`config.mk`:
```
export PLATFORM = sky130hd
export DESIGN_NAME = fwd_scoreboard_unit
export DESIGN_NICKNAME = d
export VERILOG_FILES = /design/src/rtl/cpu_fwd_pkg.sv /design/src/rtl/fwd_port_mux.sv /design/src/rtl/fwd_scoreboard_unit.sv
export SDC_FILE = /design/constraint.sdc
export NUM_CORES = 1
export LEC_CHECK = 0
export BUFFER_PORTS_ARGS = -buffer_cell sky130_fd_sc_hd__buf_2
export CELL_PAD_IN_SITES_DETAIL_PLACEMENT = 0
export CELL_PAD_IN_SITES_GLOBAL_PLACEMENT = 1
export CORE_AREA = 3 3 112 195
export DETAILED_ROUTE_END_ITERATION = 16
export DIE_AREA = 0 0 115 198
export GPL_TIMING_DRIVEN = 0
export PLACE_DENSITY_LB_ADDON = 0.3
export SETUP_SLACK_MARGIN = 0.05
export SLEW_MARGIN = 20
export SYNTH_ARGS = -nofsm -noshare
export SYNTH_HDL_FRONTEND = slang
export SYNTH_SLANG_ARGS = --single-unit
```
`constraint.sdc`:
```
create_clock -name clk -period 2.9 [get_ports clk]
set_input_delay 0.29 -clock clk [delete_from_list [all_inputs] [get_ports clk]]
set_output_delay 0.29 -clock clk [all_outputs]
set_load 0.02 [all_outputs]
```
`src/rtl/cpu_fwd_pkg.sv`:
```
// rtl/cpu_fwd_pkg.sv - shared defaults, source enum and x0 helper for the forwarding unit
//
// Purpose: types and constants shared by fwd_port_mux and fwd_scoreboard_unit.
// Contents:
//   XLEN_DEF / NREG_DEF / RW_DEF  default datapath width, register count, index width
//   fwd_src_e                     where an EX operand comes from
//   is_x0()                       true for the hard-wired zero register
package cpu_fwd_pkg;

  localparam int XLEN_DEF = 32;
  localparam int NREG_DEF = 32;
  localparam int RW_DEF   = $clog2(NREG_DEF);

  typedef enum logic [1:0] {
    SRC_ZERO    = 2'd0,
    SRC_STAGE   = 2'd1,
    SRC_LATDONE = 2'd2,
    SRC_RF      = 2'd3
  } fwd_src_e;

  // Indices are zero-extended to 16 bits by the caller so one helper serves any RW.
  function automatic logic is_x0(input logic [15:0] idx);
    return (idx == 16'd0);
  endfunction

endpackage

```
`src/rtl/fwd_port_mux.sv`:
```
// rtl/fwd_port_mux.sv - priority operand select and unready flag for one EX read port
//
// Purpose: picks one EX operand from x0, the forwarding stages (youngest first),
// the returning long-latency result, or the register file, and flags when the
// chosen value is not yet usable.
// Ports:
//   valid          EX holds a real instruction
//   rs             source register index
//   rdata          register-file data for this port
//   fwd_we/rd/ready/data  per-stage forwarding bus, stage 0 youngest
//   lat_done/lat_done_rd/lat_done_data  long-latency return this cycle
//   pending        scoreboard vector
//   op             selected operand
//   unready        this port requires a stall
module fwd_port_mux
  import cpu_fwd_pkg::*;
#(
  parameter int XLEN = 32,
  parameter int NREG = 32,
  parameter int NFS  = 2,
  parameter int RW   = $clog2(NREG)
) (
  input  logic                 valid,
  input  logic [RW-1:0]        rs,
  input  logic [XLEN-1:0]      rdata,
  input  logic [NFS-1:0]       fwd_we,
  input  logic [NFS*RW-1:0]    fwd_rd,
  input  logic [NFS-1:0]       fwd_ready,
  input  logic [NFS*XLEN-1:0]  fwd_data,
  input  logic                 lat_done,
  input  logic [RW-1:0]        lat_done_rd,
  input  logic [XLEN-1:0]      lat_done_data,
  input  logic [NREG-1:0]      pending,
  output logic [XLEN-1:0]      op,
  output logic                 unready
);

  fwd_src_e          src;
  logic [XLEN-1:0]   stage_data;
  logic              stage_ready;
  logic              done_hit;

  assign done_hit = lat_done && (lat_done_rd == rs);

  always_comb begin
    src         = SRC_RF;
    stage_data  = '0;
    stage_ready = 1'b1;
    if (is_x0(16'(rs))) begin
      src = SRC_ZERO;
    end else begin
      // Walk oldest to youngest so the youngest match is the last one assigned.
      // rs != 0 here, so a match also implies rd != 0.
      for (int s = NFS - 1; s >= 0; s--) begin
        if (fwd_we[s] && (fwd_rd[s*RW +: RW] == rs)) begin
          src         = SRC_STAGE;
          stage_data  = fwd_data[s*XLEN +: XLEN];
          stage_ready = fwd_ready[s];
        end
      end
      if ((src != SRC_STAGE) && done_hit) begin
        src = SRC_LATDONE;
      end
    end
  end

  always_comb begin
    case (src)
      SRC_ZERO:    op = '0;
      SRC_STAGE:   op = stage_data;
      SRC_LATDONE: op = lat_done_data;
      default:     op = rdata;
    endcase
  end

  // The youngest matching stage decides readiness: an older ready copy is stale.
  // A pending long-latency write stalls unless its result returns this cycle.
  assign unready = valid && (src != SRC_ZERO) &&
                   (((src == SRC_STAGE) && !stage_ready) || (pending[rs] && !done_hit));

endmodule

```
`src/rtl/fwd_scoreboard_unit.sv`:
```
// rtl/fwd_scoreboard_unit.sv - EX operand forwarding, long-latency scoreboard and stall counter
//
// Purpose: forwards EX operands for NRP read ports over NFS stages, tracks
// long-latency writers in a register scoreboard, raises stall and counts stalls.
// Ports:
//   clk, rst                 clock, synchronous active-high reset
//   ex_valid_i/rs_i/rdata_i  EX instruction and its register-file operands
//   fwd_we/rd/ready/data_i   forwarding bus, stage 0 youngest
//   lat_issue_i/rd_i         long-latency op leaving EX
//   lat_done_i/rd_i/data_i   long-latency result returning
//   ex_op_o                  forwarded operands
//   stall_o                  hold ID/EX and earlier
//   issue_ok_o               no WAW against a pending destination
//   pending_o                scoreboard vector
//   stall_cnt_o              saturating stall-cycle count
//   sb_err_o                 sticky: return for a non-pending register
module fwd_scoreboard_unit
  import cpu_fwd_pkg::*;
#(
  parameter int XLEN  = XLEN_DEF,
  parameter int NREG  = NREG_DEF,
  parameter int NRP   = 2,
  parameter int NFS   = 2,
  parameter int CNT_W = 32,
  parameter int RW    = $clog2(NREG)
) (
  input  logic                 clk,
  input  logic                 rst,
  input  logic                 ex_valid_i,
  input  logic [NRP*RW-1:0]    ex_rs_i,
  input  logic [NRP*XLEN-1:0]  ex_rdata_i,
  input  logic [NFS-1:0]       fwd_we_i,
  input  logic [NFS*RW-1:0]    fwd_rd_i,
  input  logic [NFS-1:0]       fwd_ready_i,
  input  logic [NFS*XLEN-1:0]  fwd_data_i,
  input  logic                 lat_issue_i,
  input  logic [RW-1:0]        lat_issue_rd_i,
  input  logic                 lat_done_i,
  input  logic [RW-1:0]        lat_done_rd_i,
  input  logic [XLEN-1:0]      lat_done_data_i,
  output logic [NRP*XLEN-1:0]  ex_op_o,
  output logic                 stall_o,
  output logic                 issue_ok_o,
  output logic [NREG-1:0]      pending_o,
  output logic [CNT_W-1:0]     stall_cnt_o,
  output logic                 sb_err_o
);

  logic [NREG-1:0]  pending;
  logic [NREG-1:0]  pending_nxt;
  logic [NRP-1:0]   port_unready;
  logic [CNT_W-1:0] stall_cnt;
  logic             sb_err;

  for (genvar p = 0; p < NRP; p++) begin : g_port
    fwd_port_mux #(
      .XLEN (XLEN),
      .NREG (NREG),
      .NFS  (NFS),
      .RW   (RW)
    ) u_mux (
      .valid         (ex_valid_i),
      .rs            (ex_rs_i[p*RW +: RW]),
      .rdata         (ex_rdata_i[p*XLEN +: XLEN]),
      .fwd_we        (fwd_we_i),
      .fwd_rd        (fwd_rd_i),
      .fwd_ready     (fwd_ready_i),
      .fwd_data      (fwd_data_i),
      .lat_done      (lat_done_i),
      .lat_done_rd   (lat_done_rd_i),
      .lat_done_data (lat_done_data_i),
      .pending       (pending),
      .op            (ex_op_o[p*XLEN +: XLEN]),
      .unready       (port_unready[p])
    );
  end

  assign stall_o = |port_unready;

  // A return in the same cycle frees the destination, so a new owner may issue.
  assign issue_ok_o = is_x0(16'(lat_issue_rd_i)) || !pending[lat_issue_rd_i] ||
                      (lat_done_i && (lat_done_rd_i == lat_issue_rd_i));

  always_comb begin
    pending_nxt = pending;
    if (lat_done_i) begin
      pending_nxt[lat_done_rd_i] = 1'b0;
    end
    // Applied after the clear so a same-register issue becomes the new owner.
    if (lat_issue_i && issue_ok_o && !is_x0(16'(lat_issue_rd_i))) begin
      pending_nxt[lat_issue_rd_i] = 1'b1;
    end
    pending_nxt[0] = 1'b0;
  end

  always_ff @(posedge clk) begin
    if (rst) begin
      pending   <= '0;
      stall_cnt <= '0;
      sb_err    <= 1'b0;
    end else begin
      pending <= pending_nxt;
      if (stall_o && (stall_cnt != {CNT_W{1'b1}})) begin
        stall_cnt <= stall_cnt + 1'b1;
      end
      if (lat_done_i && !pending[lat_done_rd_i] && !is_x0(16'(lat_done_rd_i))) begin
        sb_err <= 1'b1;
      end
    end
  end

  assign pending_o   = pending;
  assign stall_cnt_o = stall_cnt;
  assign sb_err_o    = sb_err;

endmodule

```
==> results by stage <==
Die:
- The die boundary height is 198 µm.
- The area of the die is 0.02277 mm².
- The initialized floorplan defines 69 standard-cell rows.
- The width of the chip is 115 µm.
- For this design the top-level I/O count stands at 330.
- The initial standard-cell utilization of the core is 34.05%.
- The total core area is approximately 0.020 mm².

Place:
- The number of buffer cells added on primary ports is about 310.
- In this run, placement finished with an instance count of 1415.
- The cell area after placement is slightly above 0.009 mm².
- Routability-driven placement finished with a final weighted congestion of roughly 0.98.
- The HPWL after detailed placement is 28030 µm.

Setup path:
- The startpoint class of the critical path is a flop.
- STA classifies the critical path endpoint as an output pin.
- For the worst setup path, the data arrival time is 2540 ps.
- In this run the critical register-to-register path is launched from pending_o[31].
- The critical register-to-register path endpoint is stall_cnt_o[18].
- The number of cells on the worst reg-to-reg path is 11.
- The classification of the worst setup path is flop to output pin.
- Of all nets on the critical path, the largest fanout is 4.
- The worst reg-to-reg setup slack is 150 ps.
- The required time of the critical path is 2610 ps.

CTS:
- The level count of the clock H-tree is 3.
- The maximum buffer depth of the clock tree is 2.
- Hold repair after CTS inserted 0 buffers.
- The CTS root buffer is clkbuf_16.
- TritonCTS built the clock tree.
- The clock insertion delay at the later pin of the skew report is 330 ps.
- After clock tree synthesis, the clock-pin slew on the worst setup and hold paths is 60 ps.
- The clock sink count is 64.
- TritonCTS created 9 clock buffers.

Detailed routing:
- The mean routed wirelength per cell is 23.92 µm.
- After the first detailed-routing iteration, the DRC count stood at 540.
- After detailed routing, the number of vias per cell comes to 5.935.
- The number of iterations in the first detailed-routing pass is 5.
- The number of nets with antenna violations after routing is 0.
- The final route contains about 8600 vias.
- After detailed routing, the total wire length is 34740 µm.
- The number of DRC violations after detailed routing is 0.

Synthesis:
- Yosys mapped the design onto 50 distinct sky130hd cell types.
- The most used flip-flop cell after synthesis is dfxtp_1.
- The portion of the post-synthesis area used by sequential elements is 18.47%.
- The proportion of netlist area held by the largest area contributor is 18.47%.
- The area of the mapped netlist is ~0.007 mm².
- Ranked by total cell area, the synthesized netlist is headed by dfxtp_1 (18%), a211oi_1 (14%), mux2i_1 (11%).
- Synthesis handed over a netlist of 854 instances.
- Synthesis inferred 64 register bits.
- For this run, asynchronously set or reset flops after synthesis account for 0%.
- The synthesized design contains 0 enable-type register cells.
- The number of warnings reported in the yosys synthesis log is 0.
- The total nets after synthesis is roughly 1100.
- The cell type with the largest total area after synthesis is dfxtp_1.
- A synthesized cell averages 8.124 µm².

Global routing:
- The met2 usage is 53.69%.
- After global routing the overflow that remains totals 0.
- The met1 global-route usage is about 30%.
- Entering global routing, the biggest net connects 12 pins.
- The number of global-route vias before repair is 8429.
- The layer carrying the most global-route usage is met2.
- The overall routing resource usage is roughly 29%.
- The initial antenna violation count is 14.
- The met3 track demand over resource in global routing is 7.156%.
- The first global-routing pass estimated between 50000 and 60000 µm of wire.

STA:
- After routing, the total negative slack on setup checks comes to 0 ps.
- The clock tree skew after final layout is 6.356 ps.
- The final count of pins violating max slew is 0.
- The portion of the clock cycle consumed by the worst path in the final layout is 97.44%.
- Setup repair after global routing could not meet its margin everywhere.
- The final hold violation count is 0.
- The worst-case headroom to the max-slew limit is between 30% and 40%.
- The worst hold margin is 364.9 ps.
- The transition time at the pin with the least slew margin is ~900 ps.
- The achievable clock frequency is ~350 MHz.
- Setup violations remaining at the end of the flow were counted as 0.
- The smallest clock period supported by the final layout is computed as 2826 ps.

Min path:
- The worst hold path begins at rst.
- The worst hold path belongs to the class primary input to flop.
- For hold timing, the worst endpoint is stall_cnt_o[27].
- The worst hold path was traced through 3 stages.

Final layout:
- In the final layout, flip-flops and latches occupy 0.001334 mm².
- The layout overhead on the synthesized area is 45.05%.
- The finished layout holds about 1500 standard cells, fillers aside.
- The number of nets at the end of the flow is 1395.
- The fill cell total of the finished layout is 2133.
- The post-route netlist has 46.75% of its cells at a drive strength greater than 1.
- Summing all multi-input logic gate instances after layout gives 0.005739 mm².
- The total non-filler cell area in the finished layout is 0.01006 mm².

Power:
- The analysis attributes to cell leakage a power of ~4 nW.
- The maximum ir drop on the vdd rail is 0.0004156 V.
- The design draws 3.207 mW.
- The power density of the placed cells is 318.7 mW/mm².

Job:
- The reported max-cap violation count is 0.

Run status:
- The run finished with clean final reports.
[what timing repair did]
item | in CTS | in global routing
setup endpoints to repair | 93 | 100
gates resized for setup | 90 | 70
buffers inserted | 11 | 10
pin swaps | 6 | 8
[worst max-delay path by stage]
stage	startpoint	end	slack, ps	depth (start not counted)
floorplan	ex_rs_i[0]	ex_op_o[21]	130	9
global placement	ex_rs_i[8]	ex_op_o[34]	-1040	10
detailed placement	ex_rs_i[8]	ex_op_o[34]	-1030	10
CTS	ex_rs_i[9]	ex_op_o[34]	6	8
global route	pending_o[13]	stall_o	-30	10
finish	pending_o[13]	stall_o	70	10
[critical path, stage by stage, from the launching register on]
cell	delay [ps]
dfxtp_4	350
mux4_2	460
mux2_4	290
nor3b_4	190
nor4_2	70
a32oi_1	210
and3_4	240
buf_8	120
buf_8	100
inv_6	40
buf_6	120
[cell families after synthesis]
kind of cell,share of synthesized area [%]
AO/OA/AOI/OAI,23.32
XOR/XNOR,4.418
adder cells (fa/ha/maj),0.1803
buffers and inverters,6.041
flip-flops,18.47
multiplexers,22.65
other,0.05405
AND/OR/NAND/NOR,24.87
[through the flow]
stage	setup slack [ps]	util, %
floorplan	130.2	-
global placement	-1040	44.74
detailed placement	-1034	44.77
CTS	5.992	47.94
global route	-28.42	49.37
finish	74.13	49.39
[area by class of cell]
cell class	instances	share of cell area [%]
multi-input combinational	694	57.03
timing repair buffer	334	17.59
sequential	64	13.25
buffer	87	5.259
tap	248	3.083
clock buffer	11	2.412
clock inverter	5	1.032
inverter	5	0.2362
antenna	4	0.09947
[cell usage in the layout, fill, tap and decap left out, drive strengths merged, types with 9 or more instances in the layout]
master,instances
nor3,9
dfxtp,64
and3,11
o31ai,12
nand2,27
mux4,27
mux2,18
xnor2,12
clkbuf,71
nor2b,85
buf,361
nor3b,9
a21oi,47
xor2,23
mux2i,76
a211oi,129
nand3b,14
nand3,44
nor2,33
o21ai,39
nand4,11
or4,14
[registers in the layout, summed over array words and instances, names as in the netlist]
name	count
stall_cnt_o	32
pending_o	31
sb_err_o	1
[power by group]
part	internal, mW	switching (mW)
logic	0.439	0.601
registers	0.879	0.0147
clock network	0.863	0.410
[metal layers]
metal	vias up	wire [µm]
li1	3962	-
met1	4107	11720
met2	430	18650
met3	97	2897
met4	22	1303
met5	-	169
[cells in the mapped netlist (2+ instances only)]
cell        n
or4b_1      2
dfxtp_1    64
o211ai_1    2
xnor2_1    12
o41ai_1     5
nor4b_1     5
buf_4       2
buf_2      10
nor4_1      7
nor3b_1     9
a221oi_1    2
nor2b_1    85
inv_1       4
nand2_1    27
xor2_1     23
a32oi_1     2
nor2_1     33
and2_1      3
mux2i_1    76
or3b_2      2
mux4_2     27
a22o_1      2
a21oi_1    47
and3_1     10
clkbuf_1   65
o31ai_1    12
nand4_1    11
and3b_1     2
mux2_2     18
o21ai_0    39
nor3_1      9
and4_1      3
or4_1      14
nand3b_1   14
nand3_1    44
buf_6       3
or3_1       2
buf_1      10
nand2b_1    8
a211oi_1  129
No activity file was read; power rests on OpenSTA's default activity.
